===== config.mk =====
export PLATFORM = sky130hd
export DESIGN_NAME = router_out_arbiter
export DESIGN_NICKNAME = d
export VERILOG_FILES = /design/src/rtl/router_out_arbiter_pkg.sv /design/src/rtl/router_out_arbiter_rr_pick.sv /design/src/rtl/router_out_arbiter.sv
export SDC_FILE = /design/constraint.sdc
export NUM_CORES = 1
export LEC_CHECK = 0
export ABC_AREA = 1
export BUFFER_PORTS_ARGS = -buffer_cell sky130_fd_sc_hd__buf_4
export CAP_MARGIN = 30
export CORE_MARGIN = 4
export CORE_UTILIZATION = 55
export CTS_CLUSTER_DIAMETER = 40
export DETAILED_ROUTE_END_ITERATION = 12
export PLACE_DENSITY_LB_ADDON = 0.2
export RECOVER_POWER = 25
export SETUP_SLACK_MARGIN = 0.15
export SLEW_MARGIN = 5
export SYNTH_ARGS = -nofsm -noshare
export SYNTH_HDL_FRONTEND = slang
export SYNTH_SLANG_ARGS = --single-unit

===== constraint.sdc =====
create_clock -name clk -period 3.4 [get_ports clk]
set_input_delay 0.17 -clock clk [delete_from_list [all_inputs] [get_ports clk]]
set_output_delay 0.17 -clock clk [all_outputs]
set_load 0.02 [all_outputs]

===== src/rtl/router_out_arbiter_pkg.sv =====
// Shared router definitions: port indices and the output-arbiter state encoding.
package router_out_arbiter_pkg;

  localparam int PORT_PE = 0;
  localparam int PORT_N  = 1;
  localparam int PORT_S  = 2;
  localparam int PORT_E  = 3;
  localparam int PORT_W  = 4;

  typedef enum logic {
    IDLE  = 1'b0,
    GRANT = 1'b1
  } arb_state_e;

endpackage


===== src/rtl/router_out_arbiter_rr_pick.sv =====
// Round-robin search: first asserted request at or above ptr_i, wrapping modulo NUM_IN.
module rr_pick #(
  parameter int NUM_IN = 5,
  parameter int SEL_W  = $clog2(NUM_IN)
) (
  input  logic [NUM_IN-1:0] req_i,
  input  logic [SEL_W-1:0]  ptr_i,
  output logic              valid_o,
  output logic [SEL_W-1:0]  idx_o
);

  localparam int SUM_W = SEL_W + 1;

  logic [NUM_IN-1:0] rot;
  logic [SEL_W-1:0]  ofs;
  logic [SUM_W-1:0]  sum;

  always_comb begin
    // Rotating the doubled vector puts ptr_i at bit 0, so the lowest set bit wins.
    rot     = NUM_IN'({req_i, req_i} >> ptr_i);
    valid_o = 1'b0;
    ofs     = '0;
    for (int i = NUM_IN - 1; i >= 0; i--) begin
      if (rot[i]) begin
        valid_o = 1'b1;
        ofs     = SEL_W'(i);
      end
    end
    sum = {1'b0, ptr_i} + {1'b0, ofs};
    if (sum >= SUM_W'(NUM_IN)) begin
      sum = sum - SUM_W'(NUM_IN);
    end
    idx_o = sum[SEL_W-1:0];
  end

endmodule


===== src/rtl/router_out_arbiter.sv =====
// Output-port arbiter: grants one input for a whole packet, round-robin between packets.
module router_out_arbiter
  import router_out_arbiter_pkg::*;
#(
  parameter int NUM_IN    = 5,
  parameter int MAX_FLITS = 8
) (
  input  logic                      clk,
  input  logic                      rst_n,
  input  logic [NUM_IN-1:0]         req,
  input  logic [NUM_IN-1:0]         last,
  input  logic                      out_ready,
  input  logic                      err_clr,
  output logic [NUM_IN-1:0]         grant,
  output logic [$clog2(NUM_IN)-1:0] sel,
  output logic                      xfer,
  output logic                      busy,
  output logic                      err_overrun
);

  localparam int SEL_W = $clog2(NUM_IN);
  localparam int CNT_W = $clog2(MAX_FLITS + 1);

  arb_state_e        state_q, state_d;
  logic [NUM_IN-1:0] grant_q, grant_d;
  logic [SEL_W-1:0]  sel_q, sel_d;
  logic [SEL_W-1:0]  ptr_q, ptr_d;
  logic [CNT_W-1:0]  cnt_q, cnt_d;
  logic              err_q, err_d;

  logic              pick_valid;
  logic [SEL_W-1:0]  pick_idx;

  rr_pick #(
    .NUM_IN (NUM_IN),
    .SEL_W  (SEL_W)
  ) u_rr_pick (
    .req_i   (req),
    .ptr_i   (ptr_q),
    .valid_o (pick_valid),
    .idx_o   (pick_idx)
  );

  always_ff @(posedge clk or negedge rst_n) begin
    if (!rst_n) begin
      state_q <= IDLE;
      grant_q <= '0;
      sel_q   <= '0;
      ptr_q   <= SEL_W'(PORT_PE);
      cnt_q   <= '0;
      err_q   <= 1'b0;
    end else begin
      state_q <= state_d;
      grant_q <= grant_d;
      sel_q   <= sel_d;
      ptr_q   <= ptr_d;
      cnt_q   <= cnt_d;
      err_q   <= err_d;
    end
  end

  always_comb begin
    state_d = state_q;
    grant_d = grant_q;
    sel_d   = sel_q;
    ptr_d   = ptr_q;
    cnt_d   = cnt_q;
    err_d   = err_q & ~err_clr;
    case (state_q)
      IDLE: begin
        if (pick_valid) begin
          state_d = GRANT;
          grant_d = NUM_IN'(1) << pick_idx;
          sel_d   = pick_idx;
          cnt_d   = '0;
        end
      end
      GRANT: begin
        if (xfer) begin
          if (cnt_q != CNT_W'(MAX_FLITS)) begin
            cnt_d = cnt_q + CNT_W'(1);
          end
          // A packet that reaches MAX_FLITS without a tail is cut off and flagged.
          if (last[sel_q] || (cnt_q == CNT_W'(MAX_FLITS - 1))) begin
            state_d = IDLE;
            grant_d = '0;
            ptr_d   = (sel_q == SEL_W'(NUM_IN - 1)) ? '0 : sel_q + SEL_W'(1);
            if (!last[sel_q]) begin
              err_d = 1'b1;
            end
          end
        end
      end
    endcase
  end

  // Handshake: req[sel] is the valid and out_ready the ready; a flit moves on the
  // rising edge where busy, req[sel] and out_ready are all high (xfer).
  always_comb begin
    busy = (state_q == GRANT);
    xfer = busy & req[sel_q] & out_ready;
  end

  assign grant       = grant_q;
  assign sel         = sel_q;
  assign err_overrun = err_q;

endmodule


==> flow_metrics.env, run 1 <==
export IMPL_routabilityCongestion=0.874
export IMPL_drt_wl_total_um=3250
export IMPL_r2r_slack_ps=310
export IMPL_vias=1446
export IMPL_cts_tree="done"
export IMPL_min_from="err_clr"
export IMPL_whs_endpoint="err_overrun"
export IMPL_nNetsFinal=271
export IMPL_fmax_ghz=0.323
export IMPL_post_place_cells=268
export IMPL_io_pins=25
export IMPL_grt_pass1_wl_um=5440
export IMPL_area_delta_synth_final_pct=23.2
export IMPL_ctsHtreeMaxLevel=1
export IMPL_cp_max_fo=8
export IMPL_yosysSeqAreaShare_pct=30.2
export IMPL_crit_type="register to register"
export IMPL_finalCritPeriodShare_pct=91.0
export IMPL_num_antenna_cells=0
export IMPL_fin_crit_ps=3090
export IMPL_holdWs_ps=70.8
export IMPL_status="finished, final reports clean"
export IMPL_tns_ps=0
export IMPL_cts_inserted_buffers=3
export IMPL_fp_coreArea_um2=2450
export IMPL_layout_setup_ws_ps=306
export IMPL_ys_top_cells_by_count="nand2_1, nand3_1, inv_1, dfrtp_1, nor2_1"
export IMPL_ys_flop_type="dfrtp_1"
export IMPL_cp_required_ps=3630
export IMPL_antenna_found_initial=0
export IMPL_gr_total_overflow=0
export IMPL_yosys_register_bits=17
export IMPL_slowest_stage="fa_2"
export IMPL_synth_adder_area_share_pct=9.43
export IMPL_cts_buffer_depth=2
export IMPL_yosysTopAreaCell="dfrtp_1"
export IMPL_tightest_slew_ps=904
export IMPL_drtIter0Drc=65
export IMPL_crit_chain="inv_4 > nand2_1 > nand3_1 > nand2_1 > nand2_1 > nand2_2 > a21oi_2 > nor2_1 > ha_2 > fa_2 > inv_2 > ha_1 > o21ai_2 > nand2_2 > o21ai_4 > nand3_2 > nor2_1 > nand2_1 > nand2_1"
export IMPL_wl_per_cell_um=11.8
export IMPL_track_usage_pct=20.2
export IMPL_grt_max_degree=19
export IMPL_synth_simple_area_share_pct=43.0
export IMPL_worstSetupStartpointType="register"
export IMPL_endpoint_kind="register"
export IMPL_min_path_type="input port to register"
export IMPL_place_hpwl_um=2400
export IMPL_ant_nets=0
export IMPL_rr_endpoint="grant[1]"
export IMPL_drcViolationCount=0
export IMPL_worstReg2RegStart="ptr_q[0]"
export IMPL_hold_viol=0
export IMPL_ff2ff_path_depth=19
export IMPL_muxShareOfSynthArea_pct=0
export IMPL_crit_top_cell="nand2_1"
export IMPL_synth_fp_nets=239
export IMPL_clock_skew_ps=1.60
export IMPL_synthXorXnorAreaFrac_pct=0.623
export IMPL_fillers=227
export IMPL_syn_avg_cell_area_um2=6.54
export IMPL_first_global_vias=1321
export IMPL_cts_root_buf="clkbuf_4"
export IMPL_viasPerCell=5.24
export IMPL_ys_warn_count=0
export IMPL_die_w_um=58.6
export IMPL_initial_core_util_pct=57.3
export IMPL_syn_inst=215
export IMPL_maxCapViolations=0
export IMPL_drive_gt1_share_pct=25.2
export IMPL_rsz0062_at_grt="no"
export IMPL_syn_area_um2=1410
export IMPL_synth_edff_count=0
export IMPL_rows=18
export IMPL_synthTopCellsByArea="dfrtp_1, nand2_1, nand3_1, ha_1, inv_1"
export IMPL_startpoint="ptr_q[0]"
export IMPL_cp_arrival_ps=3330
export IMPL_place_ws_ps=-44.6
export IMPL_yosysTopAreaCellShare_pct=30.2
export IMPL_die_area_um2=3430
export IMPL_clock_sinks=17
export IMPL_ys_types=23
export IMPL_clock_latency_ps=290
export IMPL_slew_headroom_pct=39.7
export IMPL_whs_path_depth=2
export IMPL_stdcell_count=276
export IMPL_clk_pin_slew_worst_paths_ps=100
export IMPL_firstDrtPassIters=4
export IMPL_die_y_um=58.6
export IMPL_synth_top_family_by_area="simple AND/OR/NAND/NOR gates"
export IMPL_yosysMostFrequentCell="nand2_1"
export IMPL_setup_viol=0
export IMPL_synth_compound_area_share_pct=8.45
export IMPL_final_max_slew_viol_count=0
export IMPL_async_flop_share_pct=100
export IMPL_port_buffers=24
export IMPL_critical_path_max_stage_delay_ps=620
==> sequential cells by signal (all words and copies together), names as in the netlist <==
signal and flops:
grant 5, err_overrun 1, cnt_q 4, ptr_q 3, sel 3, busy 1
==> metrics by stage <==
stage | util (%) | area (µm²)
floorplan | - | 1410
detailed placement | 65.5 | 1610
global placement | 65.5 | 1610
CTS | 67.2 | 1650
global route | 70.6 | 1730
finish | 70.6 | 1730
==> routing by layer <==
layer | track usage [%] | part of all wire (%)
met5 | 0 | 0
met4 | 6.95 | 1.6
met3 | 3.73 | 7.4
met2 | 32.9 | 45
met1 | 27.0 | 46
==> what timing repair did <==
item | in CTS | in global routing
hold endpoints to repair | 17 | 0
buffers inserted | 0 | 3
pin swaps | 0 | 7
setup endpoints to repair | 6 | 7
hold buffers | 1 | 0
resized for setup | 3 | 22
==> area by class of cell <==
type	instances	area [µm²]	share of cell area, %
repair buffers	28	209	12.1
well taps	30	37.5	2.17
inverters	27	104	5.99
clock buffers	4	26.3	1.52
flip-flops and latches	17	428	24.7
multi-input cells	170	928	53.6
==> how the worst max path moves through the flow <==
stage	to	cells past startpoint
3_3_place_gp	grant[1]	18
6_report	grant[1]	19
5_1_grt	grant[3]	21
2_1_floorplan	grant[1]	18
3_5_place_dp	grant[1]	18
4_1_cts	grant[1]	19
==> critical path, delay by kind of cell, from the launching register on <==
family,cells,cell delay [ps]
adder cells (fa/ha/maj),3,1020
AND/OR/NAND/NOR,11,850
AO/OA/AOI/OAI,3,490
flip-flops,1,480
buffers and inverters,2,180
==> placed cells by master, fill, tap and decap left out, types with 2 or more instances in the layout <==
cell type,n
o21ai_2,2
inv_2,4
nand3_1,32
ha_1,7
clkbuf_4,3
nand3_2,4
dfrtp_2,2
buf_4,26
clkbuf_1,2
dfrtp_1,15
nand2_2,9
nor2_2,4
nor2_1,14
a21oi_1,3
o21ai_0,12
nand2_1,70
inv_1,22
==> kinds of logic (layout without fill, tap and decap cells) <==
| family | after synthesis | in the layout |
|---|---|---|
| flops | 17 | 17 |
| simple gates | 137 | 137 |
| fa+ha+maj | 10 | 10 |
| buf+inv | 28 | 59 |
| compound gates | 22 | 22 |
| xor+xnor | 1 | 1 |
Power of run 1 is left out: the tool's default activity adds up to more than one toggle a clock period on the data nets, which glitch-free logic cannot reach.
==> inputs of run 2 (changes only) <==
- CORE_ASPECT_RATIO: default -> 0.8
==> flow_metrics.env, run 2 (synthesis gave the netlist of run 1 again) <==
export IMPL_status="finished, final reports clean"
export IMPL_min_path_type="input port to register"
export IMPL_clock_skew_ps=5.82
export IMPL_ant_nets=0
export IMPL_cp_arrival_ps=3300
export IMPL_initial_core_util_pct=57.6
export IMPL_worstSetupStartpointType="register"
export IMPL_clock_latency_ps=290
export IMPL_die_y_um=53.2
export IMPL_fin_crit_ps=3060
export IMPL_first_global_vias=1217
export IMPL_finalCritPeriodShare_pct=90.1
export IMPL_wl_per_cell_um=10.9
export IMPL_clock_sinks=17
export IMPL_rsz0062_at_grt="no"
export IMPL_fp_coreArea_um2=2440
export IMPL_rows=16
export IMPL_cp_required_ps=3640
export IMPL_track_usage_pct=20.0
export IMPL_slowest_stage="fa_1"
export IMPL_drcViolationCount=0
export IMPL_maxCapViolations=0
export IMPL_slew_headroom_pct=38.6
export IMPL_final_max_slew_viol_count=0
export IMPL_vias=1423
export IMPL_cts_tree="done"
export IMPL_viasPerCell=5.03
export IMPL_setup_viol=0
export IMPL_port_buffers=24
export IMPL_drtIter0Drc=132
export IMPL_cts_inserted_buffers=3
export IMPL_cp_max_fo=8
export IMPL_gr_total_overflow=0
export IMPL_area_delta_synth_final_pct=20.6
export IMPL_io_pins=25
export IMPL_clk_pin_slew_worst_paths_ps=100
export IMPL_die_w_um=64.5
export IMPL_largest_reg_flops=5
export IMPL_final_cell_mix="nand2_1, nand3_1, buf_4"
export IMPL_firstDrtPassIters=4
export IMPL_hold_viol=0
export IMPL_crit_chain="inv_4 > nand2_2 > nand3_1 > nand2_1 > nand2_1 > o21ai_2 > a21oi_1 > nor2_1 > ha_1 > fa_1 > inv_2 > ha_1 > inv_1 > o21ai_2 > nand2_2 > o21ai_2 > nand2_1 > nor2_1 > nand2_1 > nand2_1"
export IMPL_place_hpwl_um=2460
export IMPL_fmax_ghz=0.326
export IMPL_grt_max_degree=19
export IMPL_drt_wl_total_um=3080
export IMPL_cts_buffer_depth=2
export IMPL_crit_type="register to register"
export IMPL_endpoint_kind="register"
export IMPL_die_area_um2=3440
export IMPL_grt_pass1_wl_um=5330
export IMPL_crit_top_cell="nand2_1"
export IMPL_drive_gt1_share_pct=20.6
export IMPL_cts_root_buf="clkbuf_4"
export IMPL_tns_ps=0
export IMPL_routabilityCongestion=0.842
export IMPL_ctsHtreeMaxLevel=1
export IMPL_layout_commonest_cell="nand2_1"
export IMPL_tightest_slew_ps=921
export IMPL_num_antenna_cells=0
export IMPL_antenna_found_initial=0
export IMPL_critical_path_max_stage_delay_ps=510
export IMPL_nNetsFinal=272
run 2: cell count changes in the layout (fill, tap and decap cells not counted), moves of 2 or more:
cell,before,now
nand3_1,32,34
ha_1,7,9
nand2_1,70,72
nor2_2,4,1
nor2_1,14,17
nand3_2,4,2
nand2_2,9,7
run 2: through the flow:
stage / cell area (µm²) / setup WS [ps] / hold WS (ps) / util, % / instances
finish: 1700 / 336 / 40.9 / 69.4 / 283
global route: 1700 / 140 / 28.3 / 69.4 / 283
detailed placement: 1620 / 24.2 / 47.2 / 66.5 / 275
global placement: 1620 / 150 / 48.3 / 66.5 / 275
CTS: 1660 / 178 / 33.5 / 68.1 / 280
floorplan: 1410 / 421 / -126 / - / 215
run 2: cell type report:
type                            instances  area [µm²]
Multi-Input combinational cell        170         877
Fill cell                             229         747
Sequential cell                        17         427
Timing Repair Buffer                   29         216
Inverter                               27         104
Tap cell                               36        45.0
Clock buffer                            4        26.3
run 2: critical path, delay by kind of cell, from the launching register on:
| kind | cells | cell delay (ps) |
|---|---|---|
| compound gates | 4 | 600 |
| fa+ha+maj | 3 | 890 |
| buf+inv | 3 | 270 |
| flops | 1 | 480 |
| simple gates | 10 | 770 |
run 2: routing by layer:
layer,up-vias,GRT usage (%),wire length (µm)
met5,-,0,0
met4,0,3.51,16
met3,4,6.37,310
met2,47,29.8,1190
met1,610,28.6,1560
li1,762,-,-
run 2: final timing paths:
| kind | start | to | slack, ps | depth (start not counted) |
|---|---|---|---|---|
| setup / recovery | ptr_q[0] | grant[0] | 340 | 20 |
| hold / removal | err_clr | err_overrun | 40 | 2 |
| setup reg to reg | ptr_q[0] | grant[0] | 340 | 20 |
| hold reg to reg | grant[3] | grant[3] | 520 | 2 |
| max in group asynchronous | rst_n | ptr_q[0] | 2270 | 2 |
| min in group asynchronous | rst_n | ptr_q[0] | 520 | 2 |
run 2: timing repair:
action	in CTS	in global routing
hold endpoints to repair	17	0
pin swaps	0	4
hold buffers	1	0
gates cloned	0	0
setup buffers	0	3
gates resized for setup	2	9
setup endpoints to repair	6	7
Power of run 2 is left out for the same reason.
==> inputs of run 3 (changes only) <==
- CORE_UTILIZATION: 55 -> 57
- GPL_TIMING_DRIVEN: default -> 0
- clock period: 3.4 -> 3.65 ns (I/O delays scaled with it)
==> flow_metrics.env, run 3 (synthesis gave the netlist of run 1 again) <==
export IMPL_rows=15
export IMPL_gr_total_overflow=0
export IMPL_port_buffers=24
export IMPL_cts_inserted_buffers=3
export IMPL_fillers=203
export IMPL_cts_setup_buffers=0
export IMPL_final_cell_mix="nand2_1, nand3_1, inv_1"
export IMPL_largest_reg_flops=5
export IMPL_firstDrtPassIters=4
export IMPL_drtIter0Drc=118
export IMPL_drive_gt1_share_pct=18.0
export IMPL_fmax_ghz=0.325
export IMPL_grt_max_degree=18
export IMPL_antenna_found_initial=0
export IMPL_wl_per_cell_um=11.7
export IMPL_vias=1437
export IMPL_clk_pin_slew_worst_paths_ps=100
export IMPL_die_w_um=63.5
export IMPL_rsz0062_at_grt="no"
export IMPL_layout_commonest_cell="nand2_1"
export IMPL_endpoint_kind="register"
export IMPL_multi_input_area_um2=868
export IMPL_clock_skew_ps=4.84
export IMPL_clock_sinks=17
export IMPL_num_antenna_cells=0
export IMPL_whs_path_depth=2
export IMPL_nNetsFinal=269
export IMPL_worstSetupStartpointType="register"
export IMPL_drcViolationCount=0
export IMPL_ctsHtreeMaxLevel=1
export IMPL_min_path_type="input port to register"
export IMPL_io_pins=25
export IMPL_routabilityCongestion=0.912
export IMPL_cts_root_buf="clkbuf_4"
export IMPL_final_max_slew_viol_count=0
export IMPL_fp_coreArea_um2=2250
export IMPL_die_y_um=52.4
export IMPL_viasPerCell=5.34
export IMPL_ant_nets=0
export IMPL_first_global_vias=1347
export IMPL_tns_ps=0
export IMPL_rr_endpoint="grant[0]"
export IMPL_min_from="err_clr"
export IMPL_clock_latency_ps=290
export IMPL_area_delta_synth_final_pct=18.0
export IMPL_final_core_util_pct=73.7
export IMPL_place_hpwl_um=2450
export IMPL_initial_core_util_pct=62.4
export IMPL_die_area_um2=3330
export IMPL_crit_type="register to register"
export IMPL_cts_buffer_depth=2
export IMPL_cts_tree="done"
export IMPL_tightest_slew_ps=932
export IMPL_worstReg2RegStart="ptr_q[0]"
export IMPL_r2r_slack_ps=570
export IMPL_track_usage_pct=21.8
export IMPL_cp_arrival_ps=3310
export IMPL_status="finished, final reports clean"
export IMPL_ff2ff_path_depth=19
export IMPL_maxCapViolations=0
export IMPL_finalCritPeriodShare_pct=84.4
export IMPL_regArea_um2=428
export IMPL_whs_endpoint="err_overrun"
export IMPL_slew_headroom_pct=37.9
export IMPL_drt_wl_total_um=3160
export IMPL_cp_max_fo=8
export IMPL_hold_viol=0
export IMPL_setup_viol=0
export IMPL_fin_crit_ps=3080
export IMPL_grt_pass1_wl_um=5780
export IMPL_cp_required_ps=3880
==> run 3: cell types whose count changed in the layout (fill, tap and decap cells not counted), moves of 2 or more <==
cell     change
buf_4        -4
inv_1        +2
inv_2        -2
nand2_1      +2
nand2_2      -2
==> run 3: worst max path at each step <==
stage	start	to	slack, ps	cells after the start
CTS	ptr_q[1]	grant[0]	170	18
global placement	ptr_q[1]	grant[0]	260	18
detailed placement	ptr_q[1]	grant[0]	200	18
finish	ptr_q[0]	grant[0]	570	19
global route	ptr_q[0]	grant[0]	170	22
floorplan	ptr_q[1]	grant[1]	670	18
==> run 3: timing repair <==
| action | in CTS | in global routing |
|---|---|---|
| gates resized for setup | 0 | 7 |
| hold endpoints to repair | 17 | 0 |
| endpoints found under the setup margin | 0 | 6 |
| hold buffers | 1 | 0 |
==> run 3: through the flow <==
stage	hold slack (ps)	instance area, µm²	worst slack [ps]	cells
after CTS	54.4	1650	172	269
after detailed placement	61.3	1620	198	264
final	53.6	1660	570	269
after global routing	48.7	1660	170	269
after floorplan	-113	1410	671	215
after global placement	57.8	1620	261	264
==> run 3: critical path, stage by stage (launching register included) <==
cell	delay, ps
dfrtp_2	490
inv_4	120
nand2_1	60
nand3_1	90
nand2_1	60
nand2_1	50
nand2_1	100
a21oi_1	160
nor2_1	60
ha_1	200
fa_1	540
inv_1	70
ha_1	190
o21ai_1	160
nand2_1	120
o21ai_2	210
nand2_1	110
nor2_1	110
nand2_1	60
nand2_1	60
==> run 3: layer usage <==
metal	global-route usage, %	wire length, µm
met3	7.08	228
met2	34.7	1320
met1	29.7	1590
met4	3.23	19
met5	0	0
==> run 3: area by class of cell <==
class | instances | share of cell area, %
multi-input combinational | 170 | 52.3
tap | 25 | 1.89
inverter | 27 | 6.26
buffer | 1 | 0.905
sequential | 17 | 25.8
timing repair buffer | 25 | 11.2
clock buffer | 4 | 1.58
Power of run 3 is left out for the same reason.
